`config.mk`:
```
export PLATFORM = sky130hd
export DESIGN_NAME = avalon_bus_arbiter
export DESIGN_NICKNAME = d
export VERILOG_FILES = /design/src/rtl/avalon_bus_arbiter.sv
export SDC_FILE = /design/constraint.sdc
export NUM_CORES = 1
export LEC_CHECK = 0
export ABC_AREA = 0
export CORE_AREA = 2 2 123 125
export CTS_CLUSTER_DIAMETER = 120
export CTS_CLUSTER_SIZE = 40
export DETAILED_ROUTE_END_ITERATION = 6
export DIE_AREA = 0 0 125 127
export SYNTH_ARGS = -nofsm -noshare
export SYNTH_HDL_FRONTEND = slang
export SYNTH_SLANG_ARGS = --single-unit
```
`constraint.sdc`:
```
create_clock -name clk -period 2.85 [get_ports clk]
set_input_delay 0.855 -clock clk [delete_from_list [all_inputs] [get_ports clk]]
set_output_delay 0.855 -clock clk [all_outputs]
set_load 0.02 [all_outputs]
```
`src/rtl/avalon_bus_arbiter.sv`:
```
// avalon_bus_arbiter: two-requester Avalon-MM arbiter.
// Port 0 is the instruction-fetch master and port 1 is the data master.
// Both share one Avalon master toward memory. The granted port's request
// path is combinational, so a transfer can finish in its first granted cycle.
// Optional macro ARB_ROUND_ROBIN_EN: when both ports contend from idle, the
// port not granted last wins. Without the macro, port 1 always wins.
module avalon_bus_arbiter (
    input  logic        clk,
    input  logic        reset,
    input  logic [31:0] p0_address,
    input  logic        p0_read,
    input  logic        p0_write,
    input  logic [31:0] p0_writedata,
    input  logic [3:0]  p0_byteenable,
    output logic        p0_waitrequest,
    output logic [31:0] p0_readdata,
    input  logic [31:0] p1_address,
    input  logic        p1_read,
    input  logic        p1_write,
    input  logic [31:0] p1_writedata,
    input  logic [3:0]  p1_byteenable,
    output logic        p1_waitrequest,
    output logic [31:0] p1_readdata,
    output logic [31:0] m_address,
    output logic        m_read,
    output logic        m_write,
    output logic [31:0] m_writedata,
    output logic [3:0]  m_byteenable,
    input  logic        m_waitrequest,
    input  logic [31:0] m_readdata,
    output logic [1:0]  grant,
    output logic        protocol_err
);

    typedef enum logic [1:0] {
        IDLE = 2'd0,
        GNT0 = 2'd1,
        GNT1 = 2'd2
    } state_t;

    state_t state_q, state_d;
    logic   protocol_err_q, protocol_err_d;
    logic   req0, req1;

`ifdef ARB_ROUND_ROBIN_EN
    // High when port 1 was the most recent owner.
    logic   last_q, last_d;
`endif

    assign req0 = p0_read | p0_write;
    assign req1 = p1_read | p1_write;

    // Read data goes to both ports; only the owner's waitrequest marks it valid.
    assign p0_readdata  = m_readdata;
    assign p1_readdata  = m_readdata;
    assign protocol_err = protocol_err_q;

    // Arbitration, master-side muxing and protocol checking for the owner.
    always_comb begin
        state_d        = state_q;
        protocol_err_d = protocol_err_q;
`ifdef ARB_ROUND_ROBIN_EN
        last_d         = last_q;
`endif
        m_address      = 32'h0;
        m_read         = 1'b0;
        m_write        = 1'b0;
        m_writedata    = 32'h0;
        m_byteenable   = 4'h0;
        p0_waitrequest = 1'b1;
        p1_waitrequest = 1'b1;
        grant          = 2'b00;

        case (state_q)
            IDLE: begin
                if (req0 && req1) begin
`ifdef ARB_ROUND_ROBIN_EN
                    state_d = last_q ? GNT0 : GNT1;
`else
                    state_d = GNT1;
`endif
                end else if (req1) begin
                    state_d = GNT1;
                end else if (req0) begin
                    state_d = GNT0;
                end
            end

            GNT0: begin
                grant          = 2'b01;
                m_address      = p0_address;
                m_write        = p0_write;
                m_read         = p0_read & ~p0_write;
                m_writedata    = p0_writedata;
                m_byteenable   = p0_byteenable;
                p0_waitrequest = m_waitrequest;
                if (!req0) begin
                    // Owner walked away mid-transfer: drop strobes and release.
                    m_read         = 1'b0;
                    m_write        = 1'b0;
                    protocol_err_d = 1'b1;
                    state_d        = IDLE;
                end else begin
                    if (p0_read && p0_write) begin
                        protocol_err_d = 1'b1;
                    end
                    if (!m_waitrequest) begin
                        state_d = req1 ? GNT1 : IDLE;
                    end
                end
            end

            GNT1: begin
                grant          = 2'b10;
                m_address      = p1_address;
                m_write        = p1_write;
                m_read         = p1_read & ~p1_write;
                m_writedata    = p1_writedata;
                m_byteenable   = p1_byteenable;
                p1_waitrequest = m_waitrequest;
                if (!req1) begin
                    // Owner walked away mid-transfer: drop strobes and release.
                    m_read         = 1'b0;
                    m_write        = 1'b0;
                    protocol_err_d = 1'b1;
                    state_d        = IDLE;
                end else begin
                    if (p1_read && p1_write) begin
                        protocol_err_d = 1'b1;
                    end
                    if (!m_waitrequest) begin
                        state_d = req0 ? GNT0 : IDLE;
                    end
                end
            end

            default: begin
                state_d = IDLE;
            end
        endcase

`ifdef ARB_ROUND_ROBIN_EN
        if (state_d == GNT0 && state_q != GNT0) begin
            last_d = 1'b0;
        end else if (state_d == GNT1 && state_q != GNT1) begin
            last_d = 1'b1;
        end
`endif
    end

    // State, sticky error and fairness pointer; reset makes port 1 the last owner.
    always_ff @(posedge clk or negedge reset) begin
        if (!reset) begin
            state_q        <= IDLE;
            protocol_err_q <= 1'b0;
`ifdef ARB_ROUND_ROBIN_EN
            last_q         <= 1'b1;
`endif
        end else begin
            state_q        <= state_d;
            protocol_err_q <= protocol_err_d;
`ifdef ARB_ROUND_ROBIN_EN
            last_q         <= last_d;
`endif
        end
    end

endmodule

```
* After elaboration in Yosys (flattened, before gate mapping)
Cells that the tools add are included.
Word-level totals: flip-flop bits (word level) 3, input bits 175, output and inout bits 139, logic and storage cells 49
Cells by class: eq/ne operators 7, muxes and demuxes 27, bitwise operators 6, reduce and logical (&&, ||, !) cells 7
Operator list (count):
- $pmux W32 S2 | 2
- $mux W2 | 8
- $ne A3 B3 Y1 const B | 4
- $mux W1 | 11
- $pmux W4 S2 | 1
- $pmux W1 S2 | 3
- $pmux W2 S3 | 1
- $reduce_and A3 Y1 | 2
- $ne A4 B4 Y1 const B | 1
- $pmux W2 S2 | 1
- $logic_and A1 B1 Y1 | 3
- $and A1 B1 Y1 | 2
- $eq A2 B1 Y1 const B | 1
- $eq A2 B2 Y1 const B | 1
- $logic_not A2 Y1 | 1
- $not A1 Y1 | 2
- $or A1 B1 Y1 | 2
- $reduce_bool A2 Y1 | 1

* Depth between registers and ports, before layout
Gate-level depths: netlist of the first run.
depth in word-level cells 5, gate-level depth with buffers 7, gate-level depth less buffers 6

* Least setup slack after synthesis of the first run
Ideal clock, no wire load.
path type reg-to-output, start point register state_q[1], end point output port m_address[30], arrival time 1.558 ns, required time 1.995 ns, setup slack 0.437 ns, cell stages (with the launch flop) 7, path buffers 2, path through dfrtp_1 > inv_1 > ha_1 > buf_2 > buf_2 > a22oi_1 > nor2b_1
On the way: longest elaborated chain between the ends 2, elaborated cells on any way between the ends 3, those cells by class eq/ne: 2; mux: 1
Ends and longest elaborated chain:
- start: declaration | RTL line 41 | state_t state_q, state_d;
- start signal: assignment | RTL line 160 | state_q <= state_d;
- $eq A2 B2 Y1 / $eq A2 B1 Y1 (equally long branches) | RTL line 74 | case (state_q)
- $pmux W32 S2 * | RTL line 74
- end: declaration | RTL line 24 | output logic [31:0] m_address,
Mark *: on every way between the ends. The rest lies on a longest branch, timed or not.

* Final worst setup path of the first run
start point input port p1_writedata[2], end point output port m_writedata[2]
On the way: longest elaborated chain between the ends 1
Ends and longest elaborated chain:
- start: declaration | RTL line 20 | input logic [31:0] p1_writedata,
- $pmux W32 S2 | RTL line 74
- end: declaration | RTL line 27 | output logic [31:0] m_writedata,
No other way between the ends.

==> impl_metrics.tcl, run 1 <==
set metrics [dict create \
    post-route-drc-count 0 \
    fp.dieW_um 125 \
    gp_congestion 0.7045 \
    avgSynthCellArea_um2 7.156 \
    syn_inst 267 \
    required_ns 2.00 \
    critical_path_class "in2out" \
    yosysWarningCount 0 \
    multi_input_area_mm2 0.001230 \
    dp_hpwl_um 6888 \
    path_cells "clkdlybuf4s50_1 -> a22oi_1 -> nor2b_1 -> dlygate4sd2_1" \
    cellLeakagePower_nw 1.630 \
    cap_violations 0 \
    postCtsHoldBufs 0 \
    grt_antenna_before_repair 0 \
    synth_fa_ha_area_share_pct 6.549 \
    place_area_mm2 0.003887 \
    clkSlewWorstSetupHoldPaths_ns 0.03 \
    worst_setup_path_end_kind "output pin" \
    pin_count 314 \
    yosys_most_used_dff "dfrtp_1" \
    wire_per_inst_um 13.89 \
    clk-insertion-delay-late_ns 0.22 \
    ff_latch_area_um2 75.07 \
    h-tree-depth 1 \
    critPathLaunch "p1_writedata[2]" \
    skew_ns 0.0003601 \
    yosys-top-cells-count "nor2b_1, a22oi_1, buf_4" \
    start_util_pct 13.25 \
    clkSinkCount 3 \
    ant_nets 0 \
    die_h_um 127 \
    synth_async_sr_flop_share_pct 100.0 \
    synth-edff-count 0 \
    cts_buffer_depth 2 \
    yosysSeqAreaShare_pct 3.929 \
    drive_above_1_share_pct 5.583 \
    critPathArrivalTime_ns 1.94 \
    final_nets 598 \
    rsz0062_at_grt "no" \
    synth_top_area_cell "a22oi_1" \
    ys_types 20 \
    n_antenna_cell 0 \
    yosysTopAreaCellShare_pct 27.50 \
    hold_path_startpoint "protocol_err$_DFFE_PN0P_" \
    critPathMaxFanout 1 \
    cts_buffers 3 \
    ir_drop_v 0.0003749 \
    max_stage_delay_ns 0.42 \
    setup_viol 0 \
    grt_max_degree 41 \
    vias 2440 \
    p_per_area_mw_per_mm2 766.0 \
    grt_first_pass_wirelength_um 12160 \
    ys_ff_latch 3 \
    muxShareOfSynthArea_pct 1.572 \
    synth_top_family_by_area "buffers and inverters" \
    relSlewSlack_pct 82.71 \
    syn_area_mm2 0.001911 \
    fin_area_mm2 0.003866 \
    synth-simple-area-share_pct 26.52 \
    worst_path_max_delay_cell "clkdlybuf4s50_1" \
    dieArea_mm2 0.01588 \
    yosys.area_share.xor_xnor_pct 0 \
    min_period_over_period_pct 98.24 \
    worst_setup_path_start_kind "primary input" \
    root_buffer "clkbuf_16" \
    tightest_slew_ns 0.2593 \
    fin_util_pct 26.80 \
    syn-num-nets 452 \
    n_fill_cell 1600 \
    rows 44 \
    core-area_mm2 0.01442 \
    outcome "finished, final reports clean" \
    drtIter0Drc 48 \
    vias_per_cell 4.094 \
    drt_pass1_iterations 4 \
    wl_um 8276 \
    io_buffers 217 \
    area_growth_pct 102.4 \
    fmax_ghz 0.3572 \
    overflow 0 \
    period_minus_slack_ns 2.800 \
    r2r_start "state_q[0]$_DFFE_PN0P_" \
    yosysMostFrequentCell "nor2b_1" \
    grt_usage_pct 9.261 \
    slew_viol_final 0 \
    worst_hold_path_type "reg2reg" \
    grt_pass1_vias 2471 \
    synth_compound_area_share_pct 29.34 \
    synth_area_leaders "a22oi_1, buf_4, nor2b_1" \
    cts_tree "built" \
    timing_hold_violations_final 0 \
]
[repair_timing]
action	4_1_cts	5_1_grt
endpoints found under the setup margin	72	0
resized for setup	85	0
setup buffers	0	0
[worst paths after layout]
check                                            to  slack, ns  cells after the start
setup / recovery                     m_writedata[2]       0.05                      4
hold / removal             protocol_err$_DFFE_PN0P_       0.48                      1
setup reg to reg             state_q[0]$_DFFE_PN0P_       1.08                      7
hold reg to reg            protocol_err$_DFFE_PN0P_       0.48                      1
max in group asynchronous    state_q[0]$_DFFE_PN0P_       1.89                      1
min in group asynchronous    state_q[1]$_DFFE_PN0P_       0.82                      1
[state kept, by name, indices dropped and copies added, names as in the netlist]
signal / cells
protocol_err: 1
state_q: 2
[layer usage]
| layer | wire length, µm | global-route usage [%] |
|---|---|---|
| met1 | 2673 | 8.077 |
| met2 | 4195 | 18.22 |
| met3 | 1015 | 3.224 |
| met4 | 392 | 5.359 |
| met5 | 0 | 0 |
[cell type report]
class,instances,area share [%]
Sequential cell,3,1.942
Tap cell,184,5.955
Timing Repair Buffer,228,57.67
Clock buffer,4,2.039
Multi-Input combinational cell,171,31.81
Inverter,6,0.5825
[stage by stage]
step / setup TNS, ns / hold WS (ns) / cells / power, W / setup slack, ns
after CTS: 0 / 0.4811 / 596 / 0.003002 / 0.05118
final: 0 / 0.4761 / 596 / 0.002962 / 0.05013
after global routing: 0 / 0.4948 / 596 / 0.003176 / 0.02270
after detailed placement: -10.94 / 0.4682 / 592 / 0.003032 / -0.6347
after global placement: -10.32 / 0.4601 / 592 / 0.002988 / -0.6162
after floorplan: 0 / 0.5343 / 267 / 0.001848 / 0.4368
[where the power goes]
group          internal (W)  total [W]  leakage (nW)  switching, W
registers         0.0000558  0.0000698        0.0340     0.0000140
logic               0.00127    0.00267          1.56       0.00140
clock network      0.000185   0.000224        0.0382     0.0000392
total               0.00151    0.00296          1.63       0.00145
[cells in the final DEF (no fill, tap or decap), types with 2 or more instances in the layout]
cell             count
nor2b_1             72
inv_1                5
nand2b_1             3
clkdlybuf4s50_1    141
buf_4                6
clkbuf_16            3
mux2_4               2
ha_1                 7
a21oi_1              2
dfrtp_1              3
buf_12               6
nand2_1              2
nor2_1               3
dlygate4sd2_1       74
a22oi_1             70
ha_2                 3
[cell families after synthesis]
| kind of cell | Yosys count |
|---|---|
| buf+inv | 93 |
| simple gates | 83 |
| compound gates | 76 |
| fa+ha+maj | 10 |
| flops | 3 |
| mux | 2 |
[critical path: cells and delay by family]
family	cells	cell delay, ns
buf+inv	2	0.74
compound gates	1	0.27
simple gates	1	0.08
No activity file was read; power rests on OpenSTA's default activity.
==> run 2: changes to the inputs <==
--- a/config.mk
+++ b/config.mk
@@ -6,11 +6,14 @@
 export NUM_CORES = 1
 export LEC_CHECK = 0
 export ABC_AREA = 0
-export CORE_AREA = 2 2 123 125
+export CELL_PAD_IN_SITES_DETAIL_PLACEMENT = 0
+export CELL_PAD_IN_SITES_GLOBAL_PLACEMENT = 2
+export CORE_MARGIN = 1.5
+export CORE_UTILIZATION = 10
 export CTS_CLUSTER_DIAMETER = 120
 export CTS_CLUSTER_SIZE = 40
 export DETAILED_ROUTE_END_ITERATION = 6
-export DIE_AREA = 0 0 125 127
+export PLACE_DENSITY_LB_ADDON = 0.1
 export SYNTH_ARGS = -nofsm -noshare
 export SYNTH_HDL_FRONTEND = slang
 export SYNTH_SLANG_ARGS = --single-unit
==> run 2 against run 1 <==
  * Non-clock buffer count up 6
  * Critical path depth stayed put
  * Clock-buffer cell count did not move
  * Sequential power grew 6.7%
  * Register-to-register slack worse by 0.17 ns
  * Worst setup slack better by 0.063 ns
  * Cell area increased by 9.6%
  * Sequential share of layout area fell by 0.17 points
  * Global-route usage is 0.88 points lower
  * Clock skew is 0.0024 ns higher
  * Critical endpoint is now grant[1]
==> impl_metrics.tcl, run 2 (synthesis results as in run 1) <==
set metrics [dict create \
    io_buffers 217 \
    dieArea_mm2 0.01994 \
    slew_viol_final 0 \
    clkSlewWorstSetupHoldPaths_ns 0.03 \
    max_stage_delay_ns 0.62 \
    worst_hold_path_type "reg2reg" \
    stdcell_count 653 \
    worst_path_max_delay_cell "clkdlybuf4s50_1" \
    fin_area_mm2 0.004237 \
    clkSinkCount 3 \
    place.detailed.instances 647 \
    drtIter0Drc 46 \
    root_buffer "clkbuf_16" \
    critPathArrivalTime_ns 1.88 \
    place_ws_ns -0.5780 \
    outcome "finished, final reports clean" \
    final_nets 604 \
    crit_family "buffers and inverters" \
    cts_tree "built" \
    drt_pass1_iterations 4 \
    cts_buffer_depth 2 \
    place_area_mm2 0.004000 \
    path_buf_inv 3 \
    dp_hpwl_um 7073 \
    die_h_um 141.2 \
    cellLeakagePower_nw 2.314 \
    ant_nets 0 \
    grt_usage_pct 8.383 \
    final_cell_mix "clkdlybuf4s50_1, nor2b_1, a22oi_1" \
    pin_count 314 \
    rows 50 \
    grt_pass1_vias 2539 \
    final_common_cell "clkdlybuf4s50_1" \
    drive_above_1_share_pct 7.656 \
    total_power_w 0.003362 \
    cap_violations 0 \
    grt_antenna_before_repair 1 \
    skew_ns 0.002731 \
    clk-insertion-delay-late_ns 0.22 \
    period_minus_slack_ns 2.737 \
    gp_congestion 0.6355 \
    regMostFlops "state_q" \
    critical_path_class "reg2out" \
    worst_setup_path_start_kind "register" \
    post-route-drc-count 0 \
    tns_ns 0 \
    setup_viol 0 \
    ir_drop_v 0.0003380 \
    fin_ws_ns 0.1132 \
    p_per_area_mw_per_mm2 793.5 \
    start_util_pct 10.21 \
    grt_max_degree 49 \
    relSlewSlack_pct 78.17 \
    required_ns 2.00 \
    wl_um 9401 \
    area_growth_pct 121.7 \
    cts_buffers 3 \
    min_period_over_period_pct 96.03 \
    timing_hold_violations_final 0 \
    tightest_slew_ns 0.3240 \
    h-tree-depth 1 \
    grt_first_pass_wirelength_um 13280 \
    fmax_ghz 0.3654 \
    critPathMaxFanout 23 \
    core-area_mm2 0.01871 \
    fp.dieW_um 141.2 \
    wire_per_inst_um 14.40 \
    overflow 0 \
    vias_per_cell 3.700 \
    path_cells "inv_1 -> ha_4 -> buf_12 -> clkdlybuf4s50_1" \
    worst_setup_path_end_kind "output pin" \
    rsz0062_at_grt "no" \
    vias 2416 \
    largest_register_ffs 2 \
]
## run 2: per-layer routing
| metal | global-route usage (%) | wire length [µm] | vias to the layer above |
|---|---|---|---|
| met2 | 15.33 | 4677 | 149 |
| met4 | 2.412 | 133 | 0 |
| met5 | 0 | 0 | - |
| met1 | 8.918 | 3499 | 1084 |
| li1 | - | - | 1168 |
| met3 | 3.193 | 1091 | 15 |
## run 2: power breakdown
part | internal (W) | switching (W)
registers | 0.0000557 | 0.0000188
logic | 0.00154 | 0.00153
clock network | 0.000185 | 0.0000385
## run 2: worst paths after layout
path / startpoint / to / slack [ns] / cells after the start
worst min register to register: protocol_err$_DFFE_PN0P_ / protocol_err$_DFFE_PN0P_ / 0.48 / 1
max in group asynchronous: reset / state_q[0]$_DFFE_PN0P_ / 1.86 / 1
worst max register to register: state_q[0]$_DFFE_PN0P_ / state_q[0]$_DFFE_PN0P_ / 0.91 / 8
worst max-delay path: state_q[0]$_DFFE_PN0P_ / grant[1] / 0.11 / 4
min in group asynchronous: reset / protocol_err$_DFFE_PN0P_ / 0.83 / 1
worst min-delay path: protocol_err$_DFFE_PN0P_ / protocol_err$_DFFE_PN0P_ / 0.48 / 1
## run 2: layout make-up
type	instances	area [µm²]
multi-input combinational	171	1262
antenna	1	2.502
fill	2054	14470
timing repair buffer	234	2502
tap	234	292.8
clock buffer	4	78.83
inverter	6	22.52
sequential	3	75.07
## run 2: stage by stage
stage	hold WS [ns]	util (%)
CTS	0.4880	21.65
global placement	0.4721	21.38
detailed placement	0.4762	21.38
global route	0.4955	22.64
finish	0.4756	22.65
floorplan	0.5343	-
## run 2: timing repair
item,CTS,global route
gates resized for setup,40,54
endpoints found under the setup margin,72,50
hold buffers,0,0
pin swaps,1,0
buffers inserted,0,0
cloned,0,1
## run 2: worst register-to-register path: stages, from the launching register on
cell and delay [ns]:
dfrtp_1 0.43, inv_1 0.14, ha_4 0.23, buf_4 0.18, buf_4 0.15, nor2b_1 0.12
o21ai_1 0.15, o21ai_2 0.10, mux2_4 0.30
==> run 3: changes to the inputs <==
--- a/config.mk
+++ b/config.mk
@@ -8,6 +8,7 @@
 export ABC_AREA = 0
 export CELL_PAD_IN_SITES_DETAIL_PLACEMENT = 0
 export CELL_PAD_IN_SITES_GLOBAL_PLACEMENT = 2
+export CORE_ASPECT_RATIO = 0.7
 export CORE_MARGIN = 1.5
 export CORE_UTILIZATION = 10
 export CTS_CLUSTER_DIAMETER = 120
==> run 3 against run 2 <==
  * Via count is 0.50% higher
  * Largest power group unchanged
  * Critical path depth is 1 higher
  * Largest cell class unchanged
  * Combinational power decreased by 4%
  * Maximum frequency grew 0.18%
  * Sequential share of layout area is 0.052 points higher
  * Critical path type unchanged
  * Die area about the same
  * Global-route usage grew 0.53 points
  * Worst setup slack better by 0.0050 ns
==> impl_metrics.tcl, run 3 (synthesis results as in run 1) <==
set metrics [dict create \
    outcome "finished, final reports clean" \
    gp_congestion 0.6429 \
    wl_um 9101 \
    fp.dieW_um 168.2 \
    fin_area_mm2 0.004116 \
    overflow 0 \
    critPathMaxFanout 28 \
    min_period_over_period_pct 95.85 \
    cap_violations 0 \
    drive_above_1_share_pct 8.373 \
    cts_tree "built" \
    clkSlewWorstSetupHoldPaths_ns 0.03 \
    grt_first_pass_wirelength_um 14130 \
    required_ns 2.00 \
    root_buffer "clkbuf_16" \
    start_util_pct 10.16 \
    place.detailed.instances 655 \
    rsz0062_at_grt "no" \
    cts_buffer_depth 2 \
    largest_register_ffs 2 \
    wire_per_inst_um 13.79 \
    worst_setup_path_start_kind "register" \
    rows 42 \
    n_antenna_cell 0 \
    fmax_ghz 0.3661 \
    post-route-drc-count 0 \
    core-area_mm2 0.01881 \
    pin_count 314 \
    drtIter0Drc 79 \
    drt_pass1_iterations 4 \
    tightest_slew_ns 0.2529 \
    dieArea_mm2 0.01996 \
    grt_pass1_vias 2501 \
    vias_per_cell 3.679 \
    whs_ns 0.4844 \
    slew_viol_final 0 \
    relSlewSlack_pct 83.11 \
    place_area_mm2 0.004005 \
    setup_viol 0 \
    stdcell_count 660 \
    skew_ns 0.001281 \
    clkSinkCount 3 \
    clk-insertion-delay-late_ns 0.23 \
    postCtsHoldBufs 0 \
    p_per_area_mw_per_mm2 791.1 \
    final_cell_mix "clkdlybuf4s50_1, nor2b_1, a22oi_1" \
    worst_hold_path_type "reg2reg" \
    n_fill_cell 2111 \
    rr_worst_depth 7 \
    cts_setup_buffers 0 \
    cts_buffers 3 \
    final_nets 604 \
    io_buffers 217 \
    grt_usage_pct 8.909 \
    vias 2428 \
    timing_hold_violations_final 0 \
    dp_hpwl_um 6973 \
    grt_antenna_before_repair 0 \
    area_growth_pct 115.5 \
    ir_drop_v 0.0003191 \
    hold_depth 1 \
    regMostFlops "state_q" \
    h-tree-depth 1 \
    worst_setup_path_end_kind "output pin" \
    ant_nets 0 \
    cellLeakagePower_nw 1.883 \
    critical_path_class "reg2out" \
    period_minus_slack_ns 2.732 \
    critPathArrivalTime_ns 1.88 \
    grt_max_degree 40 \
    die_h_um 118.6 \
    final_common_cell "clkdlybuf4s50_1" \
]
==> run 3: changes by cell type in the layout (fill, tap and decap cells not counted), moves of 2 or more <==
cell             change
dlymetal6s2s_1      -31
ha_2                 +2
dlygate4sd2_1       +19
ha_4                 -2
clkdlybuf4s15_1      +9
clkbuf_2             +3
==> run 3: timing repair <==
item                       CTS  global route
cloned                       1             0
resized for setup           60            35
pin swaps                    2             0
setup endpoints to repair   72            51
==> run 3: worst max-delay path: stages (launching register included) <==
cell           delay [ns]
dfrtp_1              0.43
inv_1                0.09
ha_2                 0.43
buf_12               0.19
nor2b_1              0.15
dlygate4sd2_1        0.35
==> run 3: final timing paths <==
kind,startpoint,endpoint,slack (ns)
setup / recovery,state_q[1]$_DFFE_PN0P_,m_address[14],0.12
hold / removal,protocol_err$_DFFE_PN0P_,protocol_err$_DFFE_PN0P_,0.48
max in group asynchronous,reset,state_q[0]$_DFFE_PN0P_,1.89
setup reg to reg,state_q[0]$_DFFE_PN0P_,state_q[0]$_DFFE_PN0P_,1.01
hold reg to reg,protocol_err$_DFFE_PN0P_,protocol_err$_DFFE_PN0P_,0.48
min in group asynchronous,reset,state_q[1]$_DFFE_PN0P_,0.81
==> run 3: cell type report <==
type | count | area [µm²] | area share [%]
Multi-Input combinational cell | 171 | 1247 | 30.30
Clock buffer | 4 | 78.83 | 1.915
Timing Repair Buffer | 234 | 2390 | 58.05
Sequential cell | 3 | 75.07 | 1.824
Inverter | 6 | 22.52 | 0.5471
Tap cell | 242 | 302.8 | 7.356
==> run 3: through the flow <==
stage               power, W  setup WS, ns  utilization [%]  setup TNS, ns
global placement    0.003260       -0.2245            21.29         -9.597
finish              0.003256        0.1183            21.88              0
floorplan           0.001848        0.4368                -              0
detailed placement  0.003227       -0.2148            21.29         -9.366
global route        0.003549      0.001195            21.88              0
CTS                 0.003358       -0.1574            21.57         -2.668
==> run 3: power by group <==
part / internal (W) / switching, W / total, W / leakage [nW]
Sequential: 0.0000557 / 0.0000186 / 0.0000743 / 0.0340
Combinational: 0.00145 / 0.00150 / 0.00295 / 1.81
Clock: 0.000185 / 0.0000439 / 0.000229 / 0.0382
Total: 0.00169 / 0.00156 / 0.00326 / 1.88
==> run 3: per-layer routing <==
| layer | up-vias | part of all wire [%] | wire, µm | GRT usage (%) |
|---|---|---|---|---|
| met1 | 1090 | 41 | 3689 | 10.43 |
| met3 | 11 | 13 | 1172 | 3.818 |
| li1 | 1166 | - | - | - |
| met5 | - | 0 | 0 | 0 |
| met4 | 0 | 0.98 | 89 | 2.065 |
| met2 | 161 | 46 | 4149 | 14.99 |
